<file path="config.mk">
export PLATFORM = sky130hd
export DESIGN_NAME = hazard_resolver_param
export DESIGN_NICKNAME = d
export VERILOG_FILES = /design/src/rtl/hazard_resolver_param.sv
export SDC_FILE = /design/constraint.sdc
export NUM_CORES = 1
export LEC_CHECK = 0
export CAP_MARGIN = 5
export CORE_UTILIZATION = 52
export CTS_CLUSTER_DIAMETER = 100
export DETAILED_ROUTE_END_ITERATION = 8
export PLACE_DENSITY = 0.78
export SLEW_MARGIN = 5
export SYNTH_ARGS = -nofsm -noshare
export SYNTH_HDL_FRONTEND = slang
export SYNTH_SLANG_ARGS = --single-unit
</file>
<file path="constraint.sdc">
create_clock -name clk -period 2.2 [get_ports clk]
set_input_delay 0.33 -clock clk [delete_from_list [all_inputs] [get_ports clk]]
set_output_delay 0.33 -clock clk [all_outputs]
set_load 0.01 [all_outputs]
</file>
<file path="src/rtl/hazard_resolver_param.sv">
// Pipeline hazard resolver: ranks control > data > structural hazards and issues
// registered stall/flush/forward commands, with timeouts and saturating perf counters.
module hazard_resolver_param #(
  parameter int NUM_RES    = 2,
  parameter int FLUSH_CYC  = 2,
  parameter int BR_TIMEOUT = 4,
  parameter int MAX_DSTALL = 8,
  parameter int CNT_W      = 16
) (
  input  logic               clk,
  input  logic               rst,
  input  logic               data_haz,
  input  logic               fwd_ok,
  input  logic [NUM_RES-1:0] str_req,
  input  logic               ctrl_haz,
  input  logic               br_resolved,
  input  logic               br_correct,
  output logic               stall,
  output logic               flush,
  output logic               fwd_en,
  output logic [NUM_RES-1:0] str_busy,
  output logic [2:0]         state,
  output logic               br_to_err,
  output logic               dstall_err,
  output logic [CNT_W-1:0]   stall_cnt,
  output logic [CNT_W-1:0]   flush_cnt
);

  typedef enum logic [2:0] {
    S_IDLE   = 3'd0,
    S_FWD    = 3'd1,
    S_DSTALL = 3'd2,
    S_SSTALL = 3'd3,
    S_CWAIT  = 3'd4,
    S_FLUSH  = 3'd5
  } state_t;

  localparam logic [7:0] D_LAST = 8'(MAX_DSTALL - 1);
  localparam logic [7:0] B_LAST = 8'(BR_TIMEOUT - 1);
  localparam logic [3:0] F_LAST = 4'(FLUSH_CYC - 1);

  state_t     cur, nxt;
  logic [7:0] dcnt, bcnt;
  logic [3:0] fcnt;
  logic       mp, gr, dst_to, br_to;

  assign mp    = ctrl_haz & br_resolved & ~br_correct;
  assign gr    = ctrl_haz & br_resolved &  br_correct;
  assign state = cur;

  always_ff @(posedge clk) begin
    if (rst) begin
      cur        <= S_IDLE;
      dcnt       <= '0;
      bcnt       <= '0;
      fcnt       <= '0;
      str_busy   <= '0;
      br_to_err  <= 1'b0;
      dstall_err <= 1'b0;
      stall_cnt  <= '0;
      flush_cnt  <= '0;
    end else begin
      cur <= nxt;
      // Episode counters restart whenever the state is (re)entered.
      dcnt     <= (cur == S_DSTALL && nxt == S_DSTALL) ? dcnt + 8'd1 : 8'd0;
      bcnt     <= (cur == S_CWAIT  && nxt == S_CWAIT)  ? bcnt + 8'd1 : 8'd0;
      fcnt     <= (cur == S_FLUSH  && nxt == S_FLUSH)  ? fcnt + 4'd1 : 4'd0;
      str_busy <= (nxt == S_SSTALL) ? str_req : '0;
      if (dst_to) dstall_err <= 1'b1;
      if (br_to)  br_to_err  <= 1'b1;
      if (stall && stall_cnt != '1)
        stall_cnt <= stall_cnt + CNT_W'(1);
      if (nxt == S_FLUSH && cur != S_FLUSH && flush_cnt != '1)
        flush_cnt <= flush_cnt + CNT_W'(1);
    end
  end

  always_comb begin
    nxt    = cur;
    dst_to = 1'b0;
    br_to  = 1'b0;
    case (cur)
      S_IDLE, S_FWD, S_DSTALL, S_SSTALL: begin
        // A good resolve falls through to the data/structural rules.
        if (mp)                            nxt = S_FLUSH;
        else if (ctrl_haz && !br_resolved) nxt = S_CWAIT;
        else if (data_haz && fwd_ok)       nxt = S_FWD;
        else if (data_haz) begin
          if (cur == S_DSTALL && dcnt == D_LAST) begin
            nxt    = S_IDLE;
            dst_to = 1'b1;
          end else begin
            nxt = S_DSTALL;
          end
        end
        else if (|str_req)                 nxt = S_SSTALL;
        else                               nxt = S_IDLE;
      end
      S_CWAIT: begin
        if (mp)                  nxt = S_FLUSH;
        else if (gr)             nxt = S_IDLE;
        else if (!ctrl_haz)      nxt = S_IDLE;
        else if (bcnt == B_LAST) begin
          nxt   = S_FLUSH;
          br_to = 1'b1;
        end
        else                     nxt = S_CWAIT;
      end
      S_FLUSH: nxt = (fcnt == F_LAST) ? S_IDLE : S_FLUSH;
      default: nxt = S_IDLE;
    endcase
  end

  always_comb begin
    stall  = 1'b0;
    flush  = 1'b0;
    fwd_en = 1'b0;
    case (cur)
      S_DSTALL, S_SSTALL, S_CWAIT: stall  = 1'b1;
      S_FLUSH:                     flush  = 1'b1;
      S_FWD:                       fwd_en = 1'b1;
      default: ;
    endcase
  end

endmodule

</file>
==> key figures <==
Pwr
  – Sw Ratio: 24.4%
  – Power Internal: 0.00170 W
  – Tot Pwr: 0.00224 W
  – IR Drop Worst-Case VDD: 0.415 mV
  – PD cells: 570 mW/mm^2
  – Sequential Power Share: 48.9%
  – Pleak: 1.42 nW
  – Clk pwr share: 40.2%
  – Psw: 0.000548 W
  – Comb power frac: 10.9%

Global routing
  – Number of global-route vias before repair: 2535
  – GRT Residual Overflow: 0
  – Initial antenna violation count: 0
  – Largest net degree at the start of global routing: 33
  – First-pass GRT wire length: 10700 microns
  – Aggregate global-route resource usage: 25.0%

Critical path
  – Worst r2r dst: flush_cnt[11]
  – Worst setup EP type: flop
  – Worst Reg2Reg Path Length in Cells: 6
  – CP required: 2.44 ns
  – Worst Path Max Fanout: 5
  – Crit path kind: input port to flop
  – R2R Setup Slk: 0.09 ns
  – Reg2reg start: bcnt[0]
  – Worst Path Arrival: 2.46 ns
  – CP startpoint kind: input port

Finish
  – Most frequent cells in the layout: 58 x dfxtp_1, 55 x nor2_1, 50 x clkdlybuf4s50_1
  – Multi-input combinational cell area: 0.00163 sq mm
  – Fillers: 396
  – Share of layout cells above drive strength 1: 19.3%
  – # diodes: 0
  – FF+latch area: 0.00118 sq mm
  – Nets: 436
  – Most common cell after layout, fill and taps aside: dfxtp_1
  – Area Overhead vs Synth: 39.5%

Synth
  – Synth Register Bits: 59
  – Number of flops mapped to enable cells by yosys: 0
  – Avg Inst Size Synth: 8.66 sq um
  – Synth Instances: 326
  – Post-Syn Area: 0.00282 sq mm
  – Synth warnings: 0
  – Leading area contributor after synthesis: dfxtp_1
  – Synth area leaders: dfxtp_1 42%, nor2_1 7.3%, xnor2_1 5.0%, nand3_1 3.5%, xor2_1 3.4%
  – Share of the synthesized area in the top cell type: 41.8%
  – Ys async rst share: 0%
  – Post-synth top flop: dfxtp_1
  – Syn_nets: 341
  – Largest family of logic cells by synthesized area: simple AND/OR/NAND/NOR gates
  – Synth Area in Simple Gates: 30.0%
  – Synth Area in Compound Gates: 10.1%
  – Synth cell types: 49
  – Sequential element share of the synthesized area: 41.8%
  – Post-synthesis xor/xnor area fraction: 8.38%
  – Post-synthesis mux area share: 3.15%
  – Adder-Cell Fraction of Synth Area: 2.66%

STA
  – Achievable Freq: 449 MHz
  – Final setup viols: 1
  – Hold Vio Cnt, Final: 0
  – Tcrit/Tclk final: 101%
  – RSZ-0062 raised after global routing: true
  – Worst Setup Slack, final: -0.0270 ns
  – Crit path time final: 2.23 ns
  – Worst-Margin Slew: 0.590 ns
  – Setup Skew: 0.0116 ns
  – Worst Hold Slack: 0.477 ns
  – Max Slew Vio Count: 0
  – Slew headroom: 59.6%
  – Final TNS setup: -0.0270 ns

Clock tree
  – Root Driver: clkbuf_8
  – Clock transition at path regs: 0.07 ns
  – H-tree depth: 3
  – Hold-fix buffers, CTS: 0
  – Inserted Clock Buffers: 9
  – CTS tree: done
  – Clock tree sinks: 59
  – Clock buffer depth: 2
  – Clock latency on the worst-skew pair: 0.34 ns

Outcome
  – Status: finished, violations left
  – Failing checks: negative setup slack

Drt
  – Vias per cell: 5.54
  – DR iter-0 viols: 181
  – Pre-antenna DRT Iters: 4
  – Post-DRT Antenna Nets: 0
  – DRT Wirelength: 6830 microns
  – Avg WL per Cell: 13.8 microns
  – # DRC: 0
  – Via count: 2743

Placement
  – Place WS: -0.589 ns
  – RePlAce Congestion: 0.863
  – Post-DP HPWL: 4650 microns
  – Port bufs: 50

Floorplanning
  – DIE AREA: 0.00573 sq mm
  – Die Span Y: 75.7 microns
  – Row count: 26
  – Die width: 75.7 microns
  – Boundary pin count: 51
  – Initial Util: 54.6%
  – Core outline area: 0.00517 sq mm

Worst hold path
  – Hold Crit Start: br_to_err
  – Hold-critical path depth: 2
  – Hold endpoint: br_to_err
  – Min-Delay Path Class: flop to flop

Job
  – Number of max-cap violations: 0
[cells in the mapped netlist (3+ instances only)]
| cell type | count |
|---|---|
| a211oi_1 | 6 |
| a21oi_1 | 9 |
| and3_1 | 7 |
| clkbuf_1 | 5 |
| dfxtp_1 | 59 |
| ha_1 | 6 |
| inv_1 | 14 |
| mux2_2 | 7 |
| nand2_1 | 21 |
| nand3_1 | 20 |
| nand4_1 | 7 |
| nor2_1 | 55 |
| nor2b_1 | 10 |
| nor3_1 | 11 |
| nor3b_1 | 3 |
| nor4_1 | 9 |
| o31ai_1 | 5 |
| or3_1 | 3 |
| or4_1 | 5 |
| xnor2_1 | 16 |
| xor2_1 | 11 |
[flip-flops by register name, summed over array words and instances, names as in the netlist]
signal,flops
fcnt,4
flush_cnt,16
state,3
dcnt,8
str_busy,2
bcnt,8
dstall_err,1
br_to_err,1
stall_cnt,16
[worst max-delay path: stages]
cell and delay [ns]:
clkdlybuf4s50_1 0.57, nor3_1 0.12, a2111oi_4 0.50, nor4_2 0.19, nor4_1 0.38, mux2_2 0.37
[metal layers]
layer / vias to the layer above / share of wire (%) / wire (microns) / global-route usage, %
met5: - / 0 / 0 / 0
met4: 0 / 2.5 / 172 / 14.2
met3: 18 / 4.6 / 317 / 5.95
met2: 86 / 49 / 3340 / 42.0
met1: 1280 / 44 / 3000 / 29.4
li1: 1359 / - / - / -
[power groups by stage]
| stage | Combinational (W) | Clock, W | Sequential [W] |
|---|---|---|---|
| 3_5_place_dp | 0.000215 | 0 | 0.00112 |
| 3_3_place_gp | 0.000209 | 0 | 0.00112 |
| 2_1_floorplan | 0.000100 | 0 | 0.00112 |
| 4_1_cts | 0.000225 | 0.000911 | 0.00110 |
| 5_1_grt | 0.000262 | 0.000963 | 0.00110 |
| 6_report | 0.000244 | 0.000903 | 0.00110 |
[metrics by stage]
| stage | area (sq um) | std cells | utilization, % |
|---|---|---|---|
| after detailed placement | 3660 | 477 | 70.8 |
| after global placement | 3660 | 477 | 70.8 |
| final | 3940 | 495 | 76.1 |
| after floorplan | 2820 | 326 | - |
| after CTS | 3870 | 493 | 74.7 |
| after global routing | 3940 | 495 | 76.1 |
[how the worst max path moves through the flow]
| stage | start | to | slack, ns | cells past startpoint |
|---|---|---|---|---|
| global placement | data_haz | flush_cnt[8] | -0.51 | 6 |
| detailed placement | str_req[1] | bcnt[6] | -0.59 | 8 |
| finish | data_haz | flush_cnt[11] | -0.03 | 6 |
| floorplan | bcnt[0] | dcnt[2] | 0.20 | 8 |
| CTS | data_haz | flush_cnt[9] | -0.03 | 6 |
| global route | data_haz | flush_cnt[11] | -0.07 | 6 |
[area by class of cell]
| class | count | share of cell area (%) |
|---|---|---|
| clock buffer | 13 | 4.29 |
| clock inverter | 2 | 0.254 |
| inverter | 14 | 1.33 |
| multi-input combinational | 246 | 41.4 |
| sequential | 59 | 30.0 |
| tap | 70 | 2.22 |
| timing repair buffer | 91 | 20.5 |
[cells by family (layout without fill, tap and decap cells)]
logic type,after synthesis,in the layout
mux,8,8
fa+ha+maj,6,6
flops,59,59
buf+inv,23,120
xor+xnor,27,27
simple gates,165,167
compound gates,38,38
[what timing repair did]
action	CTS	global route
pin swaps	1	2
setup endpoints to repair	32	31
gates resized for setup	3	11
buffers inserted	0	1
cloned	1	1
No activity file was read; power rests on OpenSTA's default activity.
